--- config.mk ---
export PLATFORM = sky130hd
export DESIGN_NAME = mem_wb_stage
export DESIGN_NICKNAME = d
export VERILOG_FILES = /design/src/rtl/mem_wb_stage.sv
export SDC_FILE = /design/constraint.sdc
export NUM_CORES = 1
export LEC_CHECK = 0
export BUFFER_PORTS_ARGS = -buffer_cell sky130_fd_sc_hd__buf_2
export CELL_PAD_IN_SITES_DETAIL_PLACEMENT = 1
export CELL_PAD_IN_SITES_GLOBAL_PLACEMENT = 2
export CORE_UTILIZATION = 30
export DETAILED_ROUTE_END_ITERATION = 10
export PLACE_DENSITY_LB_ADDON = 0.1
export REMOVE_ABC_BUFFERS = 1
export SYNTH_ARGS = -nofsm -noshare
export SYNTH_HDL_FRONTEND = slang
export SYNTH_SLANG_ARGS = --single-unit
--- constraint.sdc ---
create_clock -name clk -period 7.45 [get_ports clk]
set_clock_uncertainty 0.1 [all_clocks]
set_input_delay 1.1175 -clock clk [delete_from_list [all_inputs] [get_ports clk]]
set_output_delay 1.1175 -clock clk [all_outputs]
set_load 0.02 [all_outputs]
--- src/rtl/mem_wb_stage.sv ---
// ---------------------------------------------------------------------------
// mem_wb_stage
//
// MEM/WB pipeline register. It captures the MEM-stage instruction, aligns
// and extends the load data, detects misaligned loads, and drives the
// register-file write port from registered state only. It also counts
// retired instructions.
//
// Parameters
//   DATA_W   register data width (default 32)
//   ADDR_W   register address width (default 5)
//
// Ports
//   clk       in   clock, all state updates on the rising edge
//   rst       in   synchronous active-high reset
//   stall     in   hold the current WB entry and ignore new input
//   flush     in   invalidate the WB entry at the next edge
//   m_valid   in   MEM stage presents an instruction
//   m_we      in   instruction writes a GPR
//   m_waddr   in   destination register
//   m_alu     in   ALU result or effective address
//   m_load    in   instruction is a load
//   m_ltype   in   load type: 000 LW, 001 LH, 010 LHU, 011 LB, 100 LBU
//   m_rdata   in   raw word from data memory
//   we        out  register-file write enable
//   wAddr     out  register-file write address
//   wData     out  register-file write data
//   adel      out  misaligned-load exception flag
//   badvaddr  out  faulting address of the last misaligned load
//   retired   out  count of retired instructions
// ---------------------------------------------------------------------------
module mem_wb_stage #(
    parameter int DATA_W = 32,
    parameter int ADDR_W = 5
) (
    input  logic              clk,
    input  logic              rst,
    input  logic              stall,
    input  logic              flush,
    input  logic              m_valid,
    input  logic              m_we,
    input  logic [ADDR_W-1:0] m_waddr,
    input  logic [DATA_W-1:0] m_alu,
    input  logic              m_load,
    input  logic [2:0]        m_ltype,
    input  logic [DATA_W-1:0] m_rdata,
    output logic              we,
    output logic [ADDR_W-1:0] wAddr,
    output logic [DATA_W-1:0] wData,
    output logic              adel,
    output logic [DATA_W-1:0] badvaddr,
    output logic [31:0]       retired
);

    localparam logic [2:0] LT_LW  = 3'b000;
    localparam logic [2:0] LT_LH  = 3'b001;
    localparam logic [2:0] LT_LHU = 3'b010;
    localparam logic [2:0] LT_LB  = 3'b011;
    localparam logic [2:0] LT_LBU = 3'b100;

    logic              v_q;
    logic              we_q;
    logic              mis_q;

    logic [7:0]        loadByte;
    logic [15:0]       loadHalf;
    logic [DATA_W-1:0] loadData;
    logic              misaligned;
    logic [DATA_W-1:0] nextData;
    logic              capture;
    logic              retire;

    // Pick the addressed byte and halfword out of the raw memory word
    // (little-endian), then extend according to the load type. Codes
    // outside the defined set fall back to a full-word load, including
    // for the alignment check.
    always_comb begin
        loadByte   = m_rdata[7:0];
        loadHalf   = m_rdata[15:0];
        loadData   = m_rdata;
        misaligned = 1'b0;

        case (m_alu[1:0])
            2'b00:   loadByte = m_rdata[7:0];
            2'b01:   loadByte = m_rdata[15:8];
            2'b10:   loadByte = m_rdata[23:16];
            default: loadByte = m_rdata[31:24];
        endcase

        loadHalf = m_alu[1] ? m_rdata[31:16] : m_rdata[15:0];

        case (m_ltype)
            LT_LH: begin
                loadData   = {{(DATA_W-16){loadHalf[15]}}, loadHalf};
                misaligned = m_alu[0];
            end
            LT_LHU: begin
                loadData   = {{(DATA_W-16){1'b0}}, loadHalf};
                misaligned = m_alu[0];
            end
            LT_LB: begin
                loadData = {{(DATA_W-8){loadByte[7]}}, loadByte};
            end
            LT_LBU: begin
                loadData = {{(DATA_W-8){1'b0}}, loadByte};
            end
            default: begin
                loadData   = m_rdata;
                misaligned = (m_alu[1:0] != 2'b00);
            end
        endcase

        nextData = m_load ? loadData : m_alu;
    end

    // A new entry is accepted only on a clean edge. The outgoing entry
    // retires on that same kind of edge provided it is valid and did not
    // fault, so a capture and a retire can coincide without double counting.
    assign capture = ~stall & ~flush;
    assign retire  = v_q & ~mis_q & capture;

    // Pipeline register. Reset wins over flush, which wins over stall.
    // A flush only drops the valid bit; the payload is left as it was.
    // badvaddr is only updated by a faulting load so it keeps the most
    // recent faulting address.
    always_ff @(posedge clk) begin
        if (rst) begin
            v_q      <= 1'b0;
            we_q     <= 1'b0;
            mis_q    <= 1'b0;
            wAddr    <= '0;
            wData    <= '0;
            badvaddr <= '0;
        end else if (flush) begin
            v_q <= 1'b0;
        end else if (!stall) begin
            v_q   <= m_valid;
            we_q  <= m_we;
            mis_q <= m_load & misaligned;
            wAddr <= m_waddr;
            wData <= nextData;
            if (m_load && misaligned) begin
                badvaddr <= m_alu;
            end
        end
    end

    // Retirement counter; wraps naturally at 32 bits.
    always_ff @(posedge clk) begin
        if (rst) begin
            retired <= '0;
        end else if (retire) begin
            retired <= retired + 32'd1;
        end
    end

    // Outputs come only from registered state. Register 0 is never written,
    // and a faulting load raises adel instead of writing.
    assign we   = v_q & we_q & ~mis_q & (wAddr != '0);
    assign adel = v_q & mis_q;

endmodule

==> impl_metrics.tcl <==
set metrics [dict create \
    rsz0062_at_grt "false" \
    cts_buffers 9 \
    crit_type "in -> reg" \
    cts_tree "done" \
    clockBufferDepth 2 \
    avgRoutedWirePerCell_um 19.1 \
    synthTopCellsByArea "dfxtp_1 (40%), o21ai_0 (9.2%), a21oi_1 (6.3%), a221oi_1 (6.2%), nand2_1 (4.1%)" \
    synth_top_area_share 0.396 \
    io_pins 182 \
    cts-root-buf "clkbuf_16" \
    netlist_area_um2 5260 \
    setup_violations 0 \
    min_path_type "reg -> reg" \
    arrival_ns 3.48 \
    max_slew_margin 0.207 \
    min_path_cells 2 \
    rr_worst_depth 4 \
    numPortBuffers 181 \
    critPathRequiredTime_ns 7.62 \
    synth-warning-count 0 \
    firstDrtPassIters 7 \
    final_nets 882 \
    p_leak_nw 2.58 \
    cts_setup_buffers 0 \
    gp_congestion 0.807 \
    ctsResizeCount 0 \
    grt.overflow.total 0 \
    yosysSeqAreaShare 0.396 \
    grt_antenna_before_repair 3 \
    grt_max_degree 78 \
    cts.clk_slew.worst_paths_ns 0.07 \
    yosysMostFrequentCell "dfxtp_1" \
    max_freq_ghz 0.302 \
    clock_latency_ns 0.35 \
    die_area_um2 18100 \
    finalSetupTns_ns 0 \
    drc 0 \
    dr_total_vias 5700 \
    die_w_um 134 \
    ir_worst_vdd_mv 0.102 \
    viasPerCell 5.51 \
    core_area_um2 17200 \
    postSynthCellCount 663 \
    post-route-period-util 0.445 \
    power_density_nw_per_um2 198 \
    crit_path_start_kind "input pin" \
    global_route.usage.total 0.216 \
    synth_edf_count 0 \
    syn_area_per_cell_um2 7.94 \
    clock_sinks 104 \
    synthTopCellsByCount "dfxtp_1 (104), o21ai_0 (97), a21oi_1 (66)" \
    synth.largest_area_cell "dfxtp_1" \
    async_reset_ff_frac 0 \
    ys.flop_type "dfxtp_1" \
    synth_cell_types 54 \
    post-route-util 0.384 \
    finalCriticalPeriod_ns 3.32 \
    tightest_slew_ns 1.19 \
    dp_hpwl_um 14300 \
    htree_num_levels 3 \
    drive_gt1_frac 0.275 \
    r2r_slack_ns 4.71 \
    drtIter0Drc 368 \
    ctsHoldBuffers 0 \
    die_h_um 134 \
    ant_nets 0 \
    critPathCaptureType "register" \
    maxCapViolations 0 \
    status "completed" \
    critPathMaxFanout 22 \
    min_from "wData[18]$_SDFFE_PP0P_" \
    syn2layout_area_growth_pct 25.7 \
    hold_viol_final 0 \
    grt_pass1_wl_um 30400 \
    grt_pass1_vias 5500 \
    synth.ff_latch_count 104 \
    rows 48 \
    drt_wl_total_um 19700 \
    cp-startpoint "stall" \
    initial_core_util 0.305 \
    reg2reg_from "mis_q$_SDFFE_PP0P_" \
    slew_viol_final 0 \
]
-- per-layer routing --
layer,up-vias,track usage,part of all wire
met5,-,0,0.00066
met4,2,0.0824,0.020
li1,2763,-,-
met2,180,0.342,0.45
met3,25,0.0348,0.058
met1,2730,0.294,0.47
-- cells in the final DEF, fill, tap and decap left out, drive strengths merged, types with 2 or more instances in the layout --
master,instances
buf,189
dfxtp,104
o21ai,97
a21oi,66
nand2,58
nand3,42
a221oi,37
nor2,25
or4,17
o31ai,14
o22ai,14
inv,13
clkbuf,12
a22oi,10
or3,10
xnor2,8
nand2b,8
nor2b,8
nor3,7
nand4,7
mux2,7
a2111oi,7
a21boi,7
mux2i,4
and2,3
diode,2
nand3b,2
a21o,2
or2,2
and4,2
xor2,2
o211ai,2
o221ai,2
bufinv,2
clkinv,2
-- layout make-up --
type,instances,area (µm²)
fill,2136,10600
tap,225,282
clock buffer,12,256
timing repair buffer,189,968
sequential,104,2080
clock inverter,4,73.8
inverter,13,48.8
antenna,2,5.00
multi-input combinational,485,2900
-- logic make-up (layout without fill, tap and decap cells) --
| logic type | count (synthesis) | count (layout) | synth area share |
|---|---|---|---|
| buffers and inverters | 74 | 218 | 0.0559 |
| other | 0 | 2 | 0 |
| AO/OA/AOI/OAI | 265 | 265 | 0.310 |
| AND/OR/NAND/NOR | 197 | 197 | 0.192 |
| XOR/XNOR | 10 | 10 | 0.0166 |
| multiplexers | 12 | 12 | 0.0269 |
| adder cells (fa/ha/maj) | 1 | 1 | 0.00238 |
| flip-flops | 104 | 104 | 0.396 |
-- state kept, by name, summed over array words and instances (netlist names) --
name,flops
badvaddr,32
retired,32
mis_q,1
v_q,1
we_q,1
wData,32
wAddr,5
-- stage by stage --
stage / total power [mW] / setup slack [ns] / hold slack [ns] / area [µm²] / std cells
CTS: 1.32 / 4.15 / 0.359 / 6610 / 1032
finish: 1.31 / 4.13 / 0.356 / 6620 / 1034
global route: 1.37 / 4.00 / 0.387 / 6620 / 1034
floorplan: 0.684 / 3.88 / 0.330 / 5020 / 602
detailed placement: 0.786 / 3.78 / 0.341 / 6280 / 1016
global placement: 0.782 / 3.87 / 0.328 / 6280 / 1016
-- power breakdown --
group	switching [mW]	total [mW]	internal, mW
combinational	0.127	0.191	0.0644
sequential	0.00965	0.582	0.572
clock	0.220	0.534	0.314
-- final timing paths --
| check | to |
|---|---|
| setup / recovery | retired[21]$_SDFFE_PP0P_ |
| hold / removal | wData[18]$_SDFFE_PP0P_ |
| setup reg to reg | retired[21]$_SDFFE_PP0P_ |
| hold reg to reg | wData[18]$_SDFFE_PP0P_ |
-- critical path: stages --
cell	delay, ns
buf_2	0.17
or4b_4	0.61
or4_1	0.85
or4_1	0.57
a21oi_1	0.15
Power figures use the tool's default switching activity.
